--- config.mk ---
export PLATFORM = sky130hd
export DESIGN_NAME = fifo_ptr_ctrl
export DESIGN_NICKNAME = d
export VERILOG_FILES = /design/src/rtl/fifo_ptr_ctrl.sv
export SDC_FILE = /design/constraint.sdc
export NUM_CORES = 1
export LEC_CHECK = 0
export BUFFER_PORTS_ARGS = -buffer_cell sky130_fd_sc_hd__buf_2
export CORE_MARGIN = 2
export CORE_UTILIZATION = 42
export DETAILED_ROUTE_END_ITERATION = 16
export SYNTH_ARGS = -nofsm -noshare
export SYNTH_HDL_FRONTEND = slang
export SYNTH_SLANG_ARGS = --single-unit
--- constraint.sdc ---
create_clock -name clk -period 3.2 [get_ports clk]
set_input_delay 0.64 -clock clk [delete_from_list [all_inputs] [get_ports clk]]
set_output_delay 0.64 -clock clk [all_outputs]
set_load 0.005 [all_outputs]
--- src/rtl/fifo_ptr_ctrl.sv ---
// Pointer/flag controller that turns a dual-pointer memory into a FIFO.
// Optional FIFO_USAGE_EN adds a registered occupancy output port.
`timescale 1ns/1ps
module fifo_ptr_ctrl #(
  parameter int unsigned MAIN_SIZE = 8
) (
  input  logic                 clk,
  input  logic                 reset,
  input  logic                 push,
  input  logic                 pop,
  input  logic                 clr_err,
  input  logic [MAIN_SIZE:0]   afull_thr,
  input  logic [MAIN_SIZE:0]   aempty_thr,
  output logic                 write,
  output logic                 read,
  output logic [MAIN_SIZE-1:0] wr_ptr,
  output logic [MAIN_SIZE-1:0] rd_ptr,
  output logic                 full,
  output logic                 empty,
  output logic                 almost_full,
  output logic                 almost_empty,
  output logic                 err_overflow,
  output logic                 err_underflow
`ifdef FIFO_USAGE_EN
  ,
  output logic [MAIN_SIZE:0]   usage
`endif
);

  localparam int unsigned PW    = MAIN_SIZE;
  localparam int unsigned CW    = MAIN_SIZE + 1;
  localparam int unsigned DEPTH = 2 ** MAIN_SIZE;

  logic [PW-1:0] r_wr_ptr;
  logic [PW-1:0] r_rd_ptr;
  logic [CW-1:0] r_count;
  logic          r_err_ovf;
  logic          r_err_unf;

  logic          w_full;
  logic          w_empty;
  logic          w_write;
  logic          w_read;
  logic          w_ovf_set;
  logic          w_unf_set;
  logic [PW-1:0] w_wr_ptr_nxt;
  logic [PW-1:0] w_rd_ptr_nxt;
  logic [CW-1:0] w_count_nxt;
  logic          w_err_ovf_nxt;
  logic          w_err_unf_nxt;

  // Occupancy flags come straight from the registered count
  assign w_full  = (r_count == CW'(DEPTH));
  assign w_empty = (r_count == CW'(0));

  // Strobes are gated by reset so an in-flight push is never committed
  assign w_write   = reset & push & (~w_full | pop);
  assign w_read    = reset & pop & ~w_empty;
  assign w_ovf_set = reset & push & w_full & ~pop;
  assign w_unf_set = reset & pop & w_empty;

  always_comb begin
    w_wr_ptr_nxt  = r_wr_ptr;
    w_rd_ptr_nxt  = r_rd_ptr;
    w_count_nxt   = r_count;
    w_err_ovf_nxt = r_err_ovf & ~clr_err;
    w_err_unf_nxt = r_err_unf & ~clr_err;
    if (w_write) begin
      w_wr_ptr_nxt = r_wr_ptr + PW'(1);
    end
    if (w_read) begin
      w_rd_ptr_nxt = r_rd_ptr + PW'(1);
    end
    case ({w_write, w_read})
      2'b10:   w_count_nxt = r_count + CW'(1);
      2'b01:   w_count_nxt = r_count - CW'(1);
      default: w_count_nxt = r_count;
    endcase
    // A fresh error in the clearing cycle takes priority over the clear
    if (w_ovf_set) begin
      w_err_ovf_nxt = 1'b1;
    end
    if (w_unf_set) begin
      w_err_unf_nxt = 1'b1;
    end
  end

  always_ff @(posedge clk or negedge reset) begin
    if (!reset) begin
      r_wr_ptr  <= '0;
      r_rd_ptr  <= '0;
      r_count   <= '0;
      r_err_ovf <= 1'b0;
      r_err_unf <= 1'b0;
    end else begin
      r_wr_ptr  <= w_wr_ptr_nxt;
      r_rd_ptr  <= w_rd_ptr_nxt;
      r_count   <= w_count_nxt;
      r_err_ovf <= w_err_ovf_nxt;
      r_err_unf <= w_err_unf_nxt;
    end
  end

  assign write         = w_write;
  assign read          = w_read;
  assign wr_ptr        = r_wr_ptr;
  assign rd_ptr        = r_rd_ptr;
  assign full          = w_full;
  assign empty         = w_empty;
  // Thresholds above DEPTH leave almost_full permanently low
  assign almost_full   = (r_count >= afull_thr);
  assign almost_empty  = (r_count <= aempty_thr);
  assign err_overflow  = r_err_ovf;
  assign err_underflow = r_err_unf;

`ifdef FIFO_USAGE_EN
  assign usage = r_count;
`endif

endmodule

### After elaboration in Yosys (flattened, before gate mapping)

Cells that the tools add are included.

| word-level totals | value |
|---|---|
| flip-flop bits (word level) | 27 |
| latch bits | 0 |
| RAM bits | 0 |
| memory bits (read-only) | 0 |
| input port bits | 23 |
| output and inout bits | 24 |
| word-level logic and storage cells | 33 |
| memories kept | 0 |

| operators by class | value |
|---|---|
| add/subtract/negate cells | 4 |
| multipliers | 0 |
| div/mod/pow operators | 0 |
| $lt $le $gt $ge | 2 |
| equal/unequal tests | 3 |
| shift operators | 0 |
| mux-type cells | 3 |
| bitwise gates (word level) | 14 |
| reduce and logical (&&, ||, !) cells | 2 |

Operators by type and width:

| kind | number |
|---|---|
| $pmux 9 s2 | 1 |
| $add 8x1->8 const B | 2 |
| $add 9x1->9 const B | 1 |
| $and 1x1->1 | 9 |
| $eq 9x9->1 const B | 1 |
| $ge 9x9->1 | 1 |
| $le 9x9->1 | 1 |
| $logic_not 9->1 | 1 |
| $sub 9x1->9 const B | 1 |
| $not 1->1 | 4 |
| $eq 2x1->1 const B | 1 |
| $eq 2x2->1 const B | 1 |
| $mux 1 | 2 |
| $reduce_bool 2->1 | 1 |
| $or 1x1->1 | 1 |

### Depth between registers and ports, before layout

| depth | value |
|---|---|
| word-level depth | 6 |
| gate-level depth with buffers | 10 |
| gate-level depth less buffers | 10 |

### Least setup slack after synthesis

Ideal clock, no wire load.

| timing path | value |
|---|---|
| path kind | register to register |
| from | register r_count[1] |
| to | register r_count[8] |
| arrival time | 2.813 ns |
| required time | 3.079 ns |
| path slack | 0.266 ns |
| cell stages (with the launch flop) | 11 |
| period minus slack after synthesis | 2.934 ns |
| cells stage by stage | dfrtp_1 > nor4_4 > a41oi_4 > inv_1 > ha_1 > ha_1 > a21oi_1 > o22ai_1 > o41ai_1 > xnor2_1 > a22o_1 |

| between the ends | value |
|---|---|
| word-level cells in the longest chain between the ends | 6 |
| elaborated cells between the ends (all ways) | 13 |

Ends and longest elaborated chain:

| item | line | text |
|---|---|---|
| from (decl) | 36 | `logic [CW-1:0] r_count;` |
| from (signal assigned) | 98 | `r_count <= w_count_nxt;` |
| $eq 9x9->1 (*) | 53 | `assign w_full = (r_count == CW'(DEPTH));` |
| $not 1->1 (*) | 57 | `assign w_write = reset & push & (~w_full \| pop);` |
| $or 1x1->1 (*) | 57 |  |
| $and 1x1->1 (*) | 57 |  |
| named net write | 14 | `output logic write,` |
| $eq 2x1->1 or $eq 2x2->1 (tied branches) | 74 | `case ({w_write, w_read})` |
| $pmux 9 s2 or $reduce_bool 2->1 (tied branches) | -- |  |

Mark *: on every way through the listed nets, which the timed path passes. The rest lies on a longest branch.
A chain may end at the register's enable or synchronous reset.

### Final worst setup path

| timing path | value |
|---|---|
| from | register r_count[7] |
| to | register r_count[8] |

| between the ends | value |
|---|---|
| word-level cells in the longest chain between the ends | 6 |
| elaborated cells between the ends (all ways) | 13 |

Ends and longest elaborated chain:

| item | line |
|---|---|
| $eq 9x9->1 | 53 |
| $not 1->1 | 57 |
| $or 1x1->1 | 57 |
| $and 1x1->1 | 57 |
| $eq 2x1->1 or $eq 2x2->1 (tied branches) | 74 |
| $pmux 9 s2 or $reduce_bool 2->1 (tied branches) | -- |

Several ways; a longest one is shown, not always the timed one.

==> summary by stage <==
Outcome
The run finished with clean final reports.

Synth
The sequential-to-total area share from yosys stat is 0.338. In the synthesized netlist the dominant register cell turns out to be sky130_fd_sc_hd__dfrtp_1. The share of async-settable or async-resettable flops after synthesis is 1.00. Each instance of the synthesized netlist takes up on average 9.42 µm². Synthesis produced approximately 210 cells.

The net count after synthesis is around 260. The synthesized flop and latch total is 27. The total standard cell area after synthesis is 2000 µm². The Yosys step of the flow raised 0 warnings. Synthesis instantiated 36 different standard cells from the library. The number of flops mapped to enable cells by yosys is 0.

GRT
The number of antenna violations at the first check in global routing is 0. Entering global routing, the biggest net connects 22 pins. The total congestion overflow after global routing is 0.

The number of global-route vias before repair is 1507. The total global-route track usage is 0.161. The global-route wire length before repair is a little under 7 mm.

Detailed routing
The remaining design rule violation count is 0. In this run the remaining antenna-violating nets after routing total 0. The routed via count divided by cell count is 5.04. The final wirelength is 4.01 mm. The first detailed-routing pass took 4 iterations. In the final routed layout, each cell accounts on average for 12.4 µm.

The first-iteration detailed-routing DRC count is 41. The routed layout has 1634 vias.

CTS
The clock drives 27 sinks. The CTS root buffer is sky130_fd_sc_hd__clkbuf_8. The insertion delay of the later-clocked pin in the worst-skew pair is 0.27 ns.

The total of cells resized after clock tree synthesis is 0. The number of H-tree branching levels is 1. After clock tree synthesis, the clock-pin slew on the worst setup and hold paths is about 0.090 ns. The clock passes through at most 2 buffers.

In this run, CTS created clock tree buffers numbering 3. The number of hold-repair buffers added at the cts stage is 0. The CTS tree is yes.

Final layout
The top cell types in the final layout, fill and taps aside, are sky130_fd_sc_hd__buf_2 (46), sky130_fd_sc_hd__inv_1 (30), sky130_fd_sc_hd__ha_1 (28). From synthesis to final layout, the design area changed by 20.7%. The total area of multi-input combinational cells is 1200 µm². The total area of sequential cells is 676 µm². The number of antenna diodes in the final layout is 0. Once layout is done, the placed cells without fillers occupy 2410 µm². Fill cells in the final layout number 451. The finished layout holds 324 standard cells, fillers aside.

Of the cells placed in the final design, the portion with a size suffix greater than 1 is 0.252. Leaving out fill and tap cells, the most frequent cell in the layout is sky130_fd_sc_hd__buf_2. The number of nets in the final layout is 323.

Timing
For the pin with the worst max-slew slack, the measured transition is 0.356 ns. The tightest hold path in the finished design has a slack of 0.317 ns. The smallest setup slack after layout is around 0.32 ns. Setup repair after global routing left no endpoint under its margin. The smallest clock period supported by the final layout is computed as 2.88 ns. The number of failing hold endpoints at the final stage is 0. Setup violations remaining at the end of the flow were counted as 0. The clock skew after layout is 0.00680 ns.

The sum of negative setup slack is 0 ns. The remaining max-slew budget at the tightest pin is 0.759. The maximum operating frequency is ~350 MHz.

The final max-slew violation count was 0. The portion of the clock cycle consumed by the worst path in the final layout is 0.901.

Worst setup path
The most critical setup path has its startpoint at r_count[7]. The cell with the most instances on the worst path is sky130_fd_sc_hd__ha_1. The critical path goes through nor4_4 > buf_4 > a41oi_4 > inv_1 > ha_1 > ha_1 > a21oi_1 > o22ai_1 > o41ai_1 > xnor2_1 > a22o_1. The arrival time at the worst endpoint is roughly 3 ns. The startpoint kind of the worst setup timing path is a flip-flop.

The kind of end point of the critical path is a flip-flop. In this run the critical register-to-register path is launched from r_count[7]. The kind of critical path is reg2reg. In this design, the stage delay of the slowest critical-path cell is 0.48 ns. Along the worst path, the maximum fanout reaches 6. Across all register-to-register paths, the minimum setup slack is 0.32 ns. The critical path data required time is 3.36 ns.

Among all stages on the critical path, the largest delay is contributed by sky130_fd_sc_hd__dfrtp_1.

Floorplan
The number of primary I/O pins is 47. The initialized floorplan defines 25 standard-cell rows. The die span in y is 73.0 µm. For this configuration, the core starts out at a cell density of 0.428.

The overall die area is 5320 µm². The floorplan core area is around 4700 µm². The die is 73.0 µm wide.

Power and ir drop
Across the VDD grid, the largest voltage drop is 0.303 mV. Power spread over the standard cell area amounts to 709 nW/µm². In this run the static leakage power is 1.25 nW.

Place
The cell count after placement is between 300 and 400. In this run the cell area measured after placement is around 2300 µm². The setup slack after placement is 0.235 ns. The placed wire-length estimate after detailed placement is 3.34 mm. The final weighted congestion in routability-driven placement is 0.830. The total of buffers placed on input and output ports is 46.

Flow run
The count of max-cap constraint violations is 0.

Worst hold path
In this run the worst hold path is classified as in2async.
## where the power goes
group / internal (W) / switching [W]
Sequential: 0.000460 / 0.000217
Combinational: 0.000437 / 0.000404
Clock: 0.0000881 / 0.000104
Total: 0.000985 / 0.000725
## worst max-delay path: cells and delay by family (launching register included)
kind,cells,cell delay [ns]
flops,1,0.48
simple gates,1,0.30
fa+ha+maj,2,0.63
xor+xnor,1,0.11
buf+inv,2,0.28
compound gates,5,0.97
## what timing repair did
action                     in CTS  in global routing
hold endpoints to repair        0                  0
setup buffers                   0                  4
setup endpoints to repair       0                  1
## state kept, by name, indices dropped and copies added, names as in the netlist
register / flops
err_overflow: 1
r_count: 9
wr_ptr: 8
err_underflow: 1
rd_ptr: 8
## cell families (layout without fill, tap and decap cells)
logic type      Yosys count  after routing  share of synthesized area
flops                    27             27                      0.338
compound gates           39             39                      0.138
fa+ha+maj                29             29                      0.185
buf+inv                  32             90                     0.0601
simple gates             60             60                      0.165
xor+xnor                 22             22                     0.0965
mux                       3              3                     0.0163
## Yosys cell counts, types with 3 or more instances
master	n	area [µm²]
sky130_fd_sc_hd__a21oi_1	11	55.1
sky130_fd_sc_hd__dfrtp_1	27	676
sky130_fd_sc_hd__ha_1	28	350
sky130_fd_sc_hd__inv_1	30	113
sky130_fd_sc_hd__nand2_1	22	82.6
sky130_fd_sc_hd__nand4_1	8	50.1
sky130_fd_sc_hd__nor2_1	12	45.0
sky130_fd_sc_hd__nor3_1	4	20.0
sky130_fd_sc_hd__nor3b_1	3	22.5
sky130_fd_sc_hd__o21ai_0	11	55.1
sky130_fd_sc_hd__xnor2_1	16	140
sky130_fd_sc_hd__xor2_1	6	52.6
## per-layer routing
layer / wire length [µm] / up-vias / track usage
li1: - / 849 / -
met5: 0 / - / 0
met2: 1910 / 26 / 0.264
met4: 25 / 0 / 0.0309
met3: 112 / 2 / 0.0221
met1: 1960 / 757 / 0.228
## cell type report
| class | instances | share of cell area |
|---|---|---|
| Multi-Input combinational cell | 153 | 0.498 |
| Sequential cell | 27 | 0.280 |
| Timing Repair Buffer | 56 | 0.127 |
| Inverter | 30 | 0.0467 |
| Tap cell | 54 | 0.0280 |
| Clock buffer | 3 | 0.0171 |
| Clock inverter | 1 | 0.00311 |
## final timing paths
kind	endpoint	depth (start not counted)
max	r_count[8]	11
min	r_count[1]	2
max reg2reg	r_count[8]	11
min reg2reg	rd_ptr[7]	1
max in group asynchronous	wr_ptr[2]	3
min in group clk	rd_ptr[7]	1
## metrics by stage
step | utilization | total power [W]
after detailed placement | 0.500 | 0.00150
after global routing | 0.517 | 0.00190
after global placement | 0.500 | 0.00149
after CTS | 0.511 | 0.00170
after floorplan | - | 0.00123
final | 0.517 | 0.00171
No activity file was read; power rests on OpenSTA's default activity.
